--- src/rtl/fetch_queue.sv ---
// fetch_queue: decoupling FIFO between fetch and the fetch-to-decode register
module fetch_queue #(
  parameter int DEPTH      = 4,
  parameter int ADDR_WIDTH = 32,
  parameter int DATA_WIDTH = 32
) (
  input  logic                      clk,
  input  logic                      rst_n,
  input  logic                      in_valid,
  input  logic [ADDR_WIDTH-1:0]     in_pc,
  input  logic [DATA_WIDTH-1:0]     in_inst,
  input  logic                      in_is_branch,
  input  logic [ADDR_WIDTH-1:0]     in_target,
  input  logic                      in_prediction,
  output logic                      in_ready,
  input  logic                      hc_stall,
  input  logic                      hc_flush,
  output logic                      out_valid,
  output logic [ADDR_WIDTH-1:0]     out_pc,
  output logic [DATA_WIDTH-1:0]     out_inst,
  output logic                      out_is_branch,
  output logic [ADDR_WIDTH-1:0]     out_target,
  output logic                      out_prediction,
  output logic [$clog2(DEPTH):0]    count,
  output logic [15:0]               flush_events
);
  localparam int PW = $clog2(DEPTH);
  localparam int CW = PW + 1;
  localparam int EW = 2 * ADDR_WIDTH + DATA_WIDTH + 2;
  logic [EW-1:0] mem_q [DEPTH];
  logic [PW-1:0] rd_ptr_q, rd_ptr_d, wr_ptr_q, wr_ptr_d;
  logic [CW-1:0] count_q, count_d;
  logic [15:0]   flush_events_q, flush_events_d;
  logic          enq, deq;
  assign in_ready     = count_q != CW'(DEPTH);
  assign out_valid    = count_q != '0;
  assign count        = count_q;
  assign flush_events = flush_events_q;
  assign {out_pc, out_inst, out_is_branch, out_target, out_prediction} = out_valid ? mem_q[rd_ptr_q] : '0;
  // Next-state: flush clears everything and beats stall and enqueue
  always_comb begin
    enq            = in_valid & in_ready & ~hc_flush;
    deq            = out_valid & ~hc_stall & ~hc_flush;
    rd_ptr_d       = hc_flush ? '0 : rd_ptr_q + PW'(deq);
    wr_ptr_d       = hc_flush ? '0 : wr_ptr_q + PW'(enq);
    count_d        = hc_flush ? '0 : count_q + CW'(enq) - CW'(deq);
    flush_events_d = (hc_flush && out_valid && flush_events_q != 16'hFFFF) ? flush_events_q + 16'd1 : flush_events_q;
  end
  // Pointer, occupancy and flush-counter registers
  always_ff @(posedge clk) begin
    if (!rst_n) begin
      rd_ptr_q       <= '0;
      wr_ptr_q       <= '0;
      count_q        <= '0;
      flush_events_q <= '0;
    end else begin
      rd_ptr_q       <= rd_ptr_d;
      wr_ptr_q       <= wr_ptr_d;
      count_q        <= count_d;
      flush_events_q <= flush_events_d;
    end
  end
  // Bundle storage; contents are don't-care until written
  always_ff @(posedge clk) begin
    if (enq) mem_q[wr_ptr_q] <= {in_pc, in_inst, in_is_branch, in_target, in_prediction};
  end
  // Bookkeeping invariants: occupancy bound, pointer distance, no write while full
  always_ff @(posedge clk) begin
    if (rst_n) begin
      assert (count_q <= CW'(DEPTH));
      assert (PW'(wr_ptr_q - rd_ptr_q) == PW'(count_q));
      assert (!(in_valid && !in_ready && enq));
    end
  end
endmodule
--- config.mk ---
export PLATFORM = sky130hd
export DESIGN_NAME = fetch_queue
export DESIGN_NICKNAME = d
export VERILOG_FILES = /design/src/rtl/fetch_queue.sv
export SDC_FILE = /design/constraint.sdc
export NUM_CORES = 1
export LEC_CHECK = 0
export ABC_AREA = 1
export CAP_MARGIN = 30
export CELL_PAD_IN_SITES_DETAIL_PLACEMENT = 0
export CELL_PAD_IN_SITES_GLOBAL_PLACEMENT = 2
export CORE_MARGIN = 1.5
export CORE_UTILIZATION = 33
export CTS_CLUSTER_SIZE = 25
export DETAILED_ROUTE_END_ITERATION = 8
export PLACE_DENSITY = 0.87
export SYNTH_ARGS = -nofsm -noshare
export SYNTH_HDL_FRONTEND = slang
export SYNTH_SLANG_ARGS = --single-unit
--- constraint.sdc ---
create_clock -name clk -period 10.1 [get_ports clk]
set_input_delay 2.02 -clock clk [delete_from_list [all_inputs] [get_ports clk]]
set_output_delay 2.02 -clock clk [all_outputs]
set_load 0.1 [all_outputs]
==> metrics, run 1 <==
status=finished clean; 1st-pass router iterations=4; Worst-Skew Late Latency=560 ps; Antenna Nets Post-Route=0; hold path startpoint=flush_events[12]$_SDFFE_PN0P_; synth warn=0; Core Rows=81; register area=12200 um^2; clock skew=7.10 ps; RSZ-0062 raised after global routing=false; CTS Root Cell=clkbuf_16; R2R depth=10; total track usage=15.4%; CTS hold repair buffers=0; Synthesized Nets=1463; WL per Instance=17.5 um; Worst-path clk slew=60 ps; Core Footprint=49100 um^2; origin of the critical flop-to-flop path=count[1]$_SDFF_PP0_; power per cell area=180 nW/um^2; worst min-delay path class=register to register; first-pass GRT wire length=59.7 mm; Critical Path Fanout Max=82; top cells by area, synth=edfxtp_1 (72%), nor2_1 (9.9%), a21oi_1 (3.4%); Die Y=226 um; antenna violations before repair=2; Yosys reg bits=415; DR iter-0 viols=600; vias in the first global route=10400; Remaining DRCs=0; Max-slew headroom=30.5%; Layout Nets=1676; largest family of logic cells by synthesized area=simple AND/OR/NAND/NOR gates; Min Clock Period, post-route=6740 ps; Num CTS Buffers=45; Longest Clk Path Bufs=3; layout cells sized above 1=6.67%; Setup crit end kind=primary output; Final Hold Violating Endpoints=0; type of origin of the critical path=register; Yosys cell types=31; post-synthesis simple-gate area fraction=12.5%; Max Fclk=148 MHz; Sink Count=415; Post-Synth XOR/XNOR Area=0.213%; DRT Wirelength=39.8 mm; ant diodes=0; critical path class=register to primary output; critical path arrival=4720 ps; CTS tree=yes; multi-input logic area=3740 um^2; Avg Inst Size Synth=12.1 um^2; Synth Area in Adders=0.350%; H-tree levels=2; PortBufs=221; Compound-Gate Fraction of Synth Area=9.60%; RePlAce Congestion=0.759; DR vias=10700; Post-CTS Resized=0; Die X=226 um; Starting Density=33.5%; largest net degree at the start of global routing=96; max-cap viol count=0; Final period util=66.8%; multiplexer share of the synthesized area=0%; Tightest Pin Transition=1040 ps; TNS Setup=0 ps; Mapped Area=16500 um^2; Post-CTS Setup Inserts=0; hold endpoint=flush_events[12]$_SDFFE_PN0P_; Leak Pwr=6.81 nW; Power Total=3.73 mW; Cells after Synth=1356; area leader, netlist=edfxtp_1; Seq/Total Area, Yosys=74.4%; post-route cell area=20800 um^2; Post-Place Cell Area=19400 um^2; peak supply drop=0.131 mV; Synth-to-Final Area Change=26.2%; Setup violations, final=0; die outline area=51200 um^2; worst r2r dst=count[1]$_SDFF_PP0_; Slew Viols, Final=0; number of vias per cell=4.73; R2R setup slack=7090 ps; top-area cell type share of the netlist area=71.6%; io pins=222; post-DP HPWL=21.9 mm; worst endpoint required time=8080 ps; Hold Path Depth=2; Filler cells=4583; Remaining Overflow, GRT=0
## cells in the final DEF, fill, tap and decap left out, drive strengths merged
master and n:
a21oi 113, buf 21, o21ai 201, nor3 4
edfxtp 392, nand4 3, clkbuf 61, nand2 52
xor2 1, xnor2 3, inv 28, dfxtp 23
clkinv 18, ha 3, nand3b 1, clkdlybuf4s50 221
fa 1, nand3 18, nor2 440
## flip-flops by register name, indices dropped and copies added (netlist names)
signal        flops
mem_q           392
flush_events     16
count             3
wr_ptr_q          2
rd_ptr_q          2
## layout make-up
type	count	area share, %
flip-flops and latches	415	59.0
multi-input cells	840	18.0
repair buffers	242	12.1
clock buffers	61	5.92
well taps	664	4.00
clock inverters	21	0.512
inverters	25	0.500
## Yosys cell counts
cell type    n
xor2_1       1
dfxtp_1     23
o21ai_1    102
edfxtp_1   392
nand3_4      1
nor3_1       4
nor2_4       3
nand3_1     16
nand2_2      6
o21ai_2      1
buf_2       15
nor2_2       4
ha_1         3
o21ai_0     98
inv_2        5
inv_1       19
nand2_1     46
clkbuf_1    29
nor2_1     433
clkbuf_2    10
nand4_1      3
inv_4        1
xnor2_1      3
a21oi_1    112
fa_1         1
nand3_2      1
a21oi_2      1
buf_4       17
buf_6        3
nand3b_1     1
buf_1        2
## power breakdown
group | leakage [nW] | switching (mW) | internal (mW) | total [mW]
sequential | 3.75 | 0.00682 | 1.91 | 1.92
combinational | 2.41 | 0.234 | 0.0897 | 0.323
clock | 0.654 | 0.641 | 0.853 | 1.49
total | 6.81 | 0.882 | 2.85 | 3.73
## through the flow
| step | util [%] | instances | hold WS [ps] | worst slack, ps |
|---|---|---|---|---|
| global route | 42.3 | 2268 | 561 | 3050 |
| detailed placement | 39.5 | 2184 | 534 | 3940 |
| floorplan | - | 1356 | 520 | 439 |
| global placement | 39.2 | 2179 | 530 | 3910 |
| finish | 42.3 | 2268 | 542 | 3360 |
| CTS | 42.2 | 2266 | 545 | 3290 |
## critical path, cell delays in order (launching register included)
cell and delay [ps]:
dfxtp_4 660, buf_4 720, buf_4 840, nor2_1 110, nor2_1 120, o21ai_0 90, a21oi_1 250, clkdlybuf4s50_1 1180
## logic make-up after synthesis
group | count (synthesis)
buf+inv | 101
xor+xnor | 4
simple gates | 518
fa+ha+maj | 4
compound gates | 314
flops | 415
## routing by layer
metal	vias up	routed length (um)	global-route usage, %
met4	4	704	4.41
met2	261	19700	26.8
met3	51	2200	3.10
met1	5204	17200	19.3
li1	5209	-	-
met5	-	27	0
## worst max-delay path by stage
stage / startpoint / endpoint / slack [ps] / cells past startpoint
global route: rd_ptr_q[0]$_SDFF_PP0_ / out_inst[8] / 3050 / 7
global placement: rd_ptr_q[0]$_SDFF_PP0_ / out_target[26] / 3910 / 7
floorplan: hc_flush / mem_q[0][0]$_DFFE_PP_ / 440 / 3
CTS: rd_ptr_q[0]$_SDFF_PP0_ / out_target[4] / 3290 / 7
detailed placement: rd_ptr_q[0]$_SDFF_PP0_ / out_target[4] / 3940 / 7
finish: rd_ptr_q[0]$_SDFF_PP0_ / out_target[14] / 3360 / 7
(Power assumes the default switching activity.)
==> run 2: changes to the inputs <==
CORE_UTILIZATION = 37   (was 33)
PLACE_DENSITY = 0.92   (was 0.87)
clock period = 7 ns   (was 10.1 ns; I/O delays follow)
==> run 2 against run 1 <==
Non-clock buffer count increased by 4. Global-route usage increased by 1.4 points. Die area decreased by 11%. Design area about the same. Final cell count decreased by 3.0%.
==> metrics, run 2 (synthesis gave the netlist of run 1 again) <==
Tightest Pin Transition=1040 ps (about the same); Synth-to-Final Area Change=26.3% (was 26.2%); clock skew=13.2 ps (was 7.10 ps); Longest Clk Path Bufs=3 (unchanged); Post-CTS Setup Inserts=0 (unchanged); post-DP HPWL=21.6 mm (was 21.9 mm); P_sw=1.25 mW (was 0.882 mW); Hold Path Depth=2 (unchanged); portion of total power attributed to sequential cells=51.2% (was 51.3%); Sw Share=23.1% (was 23.6%); WP depth=5 (was 7); layout cells sized above 1=6.92% (was 6.67%); Max-slew headroom=30.7% (was 30.5%); Final period util=77.4%; Die X=214 um (was 226 um); Setup violations, final=0 (unchanged); max-cap viol count=0 (unchanged); Slew Viols, Final=0 (unchanged); die outline area=45700 um^2 (was 51200 um^2); worst path bufs/invs=3 (unchanged); design internal power=4.15 mW (was 2.85 mW); number of vias per cell=4.85 (was 4.73); Worst-path clk slew=60 ps (about the same); peak supply drop=0.220 mV (was 0.131 mV); worst min-delay path class=register to register (unchanged); Post-CTS Resized=0 (unchanged); CTS hold repair buffers=0 (unchanged); commonest non-fill, non-tap cell in the layout=nor2_1 (unchanged); PortBufs=221 (unchanged); Starting Density=37.4% (was 33.5%); vias in the first global route=10300 (was 10400); final core utilization=47.2% (was 42.3%); io pins=222 (unchanged); worst endpoint required time=5600 ps (was 8080 ps); power per cell area=260 nW/um^2 (was 180 nW/um^2); RSZ-0062 raised after global routing=false (unchanged); DR vias=10700 (about the same); Setup crit end kind=primary output (unchanged); post-route cell area=20800 um^2 (about the same); H-tree levels=2 (unchanged); first-pass GRT wire length=58.3 mm (was 59.7 mm); antenna violations before repair=3 (was 2); DR iter-0 viols=788 (was 600); Max Fclk=185 MHz; DRT Wirelength=38.7 mm (was 39.8 mm); Leak Pwr=6.85 nW (was 6.81 nW); Core Rows=77 (was 81); Num CTS Buffers=44 (was 45); status=finished clean (unchanged); worst path cell trace=inv_6, buf_4, o21ai_0, a21oi_1, clkdlybuf4s50_1 (was buf_4, buf_4, nor2_1, nor2_1, o21ai_0, a21oi_1, clkdlybuf4s50_1); Sink Count=415 (unchanged); Post-Place Cell Area=19400 um^2 (about the same); CP delay by family, top=buffers and inverters (unchanged); WL per Instance=17.6 um (was 17.5 um); Crit path largest cell delay=1200 ps (was 1180 ps); Final Hold Violating Endpoints=0 (unchanged); CTS Root Cell=clkbuf_16 (unchanged); 1st-pass router iterations=5 (was 4); Clock power frac=40.0% (about the same); CTS tree=yes (unchanged); largest net degree at the start of global routing=116 (was 96); total track usage=16.8% (was 15.4%); Die Y=214 um (was 226 um); critical path class=register to primary output (unchanged); Min Clock Period, post-route=5420 ps; combinational share of power=8.8% (was 8.7%); R2R depth=9 (was 10); Worst-Skew Late Latency=550 ps (was 560 ps); RePlAce Congestion=0.766 (was 0.759); most frequent cells in the layout=nor2_1 (433), edfxtp_1 (392), clkdlybuf4s50_1 (221), a21oi_1 (112), o21ai_1 (102) (unchanged); critical path arrival=4020 ps (was 4720 ps); max reg flops=392 (unchanged); type of origin of the critical path=register (unchanged); Critical Path Fanout Max=115 (was 82); Top reg by flops=mem_q (unchanged); Remaining DRCs=0 (unchanged); Core Footprint=44000 um^2 (was 49100 um^2); Antenna Nets Post-Route=0 (unchanged); Remaining Overflow, GRT=0 (unchanged); Worst path slowest cell=clkdlybuf4s50_1 (unchanged); Layout Nets=1679 (was 1676)
run 2: changes by cell type in the layout (fill, tap and decap cells not counted), sizes merged:
cell,delta
buf,+4
inv,-1
clkbuf,-3
bufinv,+2
clkinv,-3
diode,+4
run 2: final timing paths:
| kind | slack (ps) | to | startpoint |
|---|---|---|---|
| hold / removal | 540 | flush_events[3]$_SDFFE_PN0P_ | flush_events[3]$_SDFFE_PN0P_ |
| hold reg to reg | 540 | flush_events[3]$_SDFFE_PN0P_ | flush_events[3]$_SDFFE_PN0P_ |
| setup reg to reg | 4830 | count[1]$_SDFF_PP0_ | count[1]$_SDFF_PP0_ |
| setup / recovery | 1580 | out_pc[21] | rd_ptr_q[0]$_SDFF_PP0_ |
run 2: per-stage QoR:
| step | setup WS, ps | instances | hold slack (ps) | power, mW | TNS, ps |
|---|---|---|---|---|---|
| detailed placement | 2170 | 2118 | 532 | 3.30 | 0 |
| CTS | 1540 | 2195 | 545 | 5.47 | 0 |
| finish | 1580 | 2199 | 536 | 5.40 | 0 |
| global placement | 2210 | 2108 | 534 | 3.28 | 0 |
| floorplan | -2570 | 1356 | 520 | 3.12 | -1007160 |
| global route | 1400 | 2195 | 561 | 5.58 | 0 |
run 2: area by class of cell:
type,instances,area [um^2]
clock buffer,58,1180
inverter,25,104
sequential,415,12200
antenna,4,10.0
timing repair buffer,246,2610
fill,3903,23300
clock inverter,19,143
tap,592,741
multi-input combinational,840,3740
run 2: worst reg2reg max path, stage by stage (launching register included):
cell     delay, ps
dfxtp_1        350
nor2_2         190
nand2_2        150
inv_4          450
o21ai_0        150
nand2_1         90
ha_1           160
fa_1           410
inv_1           60
nor2_1          40
run 2: routing by layer:
layer,vias to the layer above,share of wire (%),track usage [%]
met1,5139,43,21.2
met5,-,0,0
met3,58,6.4,4.13
li1,5204,-,-
met2,261,48,27.9
met4,0,2.5,6.53
run 2: power groups by stage:
stage | clock network [mW] | registers, mW | logic, mW
finish | 2.16 | 2.76 | 0.475
global route | 2.31 | 2.77 | 0.503
CTS | 2.22 | 2.76 | 0.480
detailed placement | 0 | 2.82 | 0.478
global placement | 0 | 2.82 | 0.460
floorplan | 0 | 2.83 | 0.284
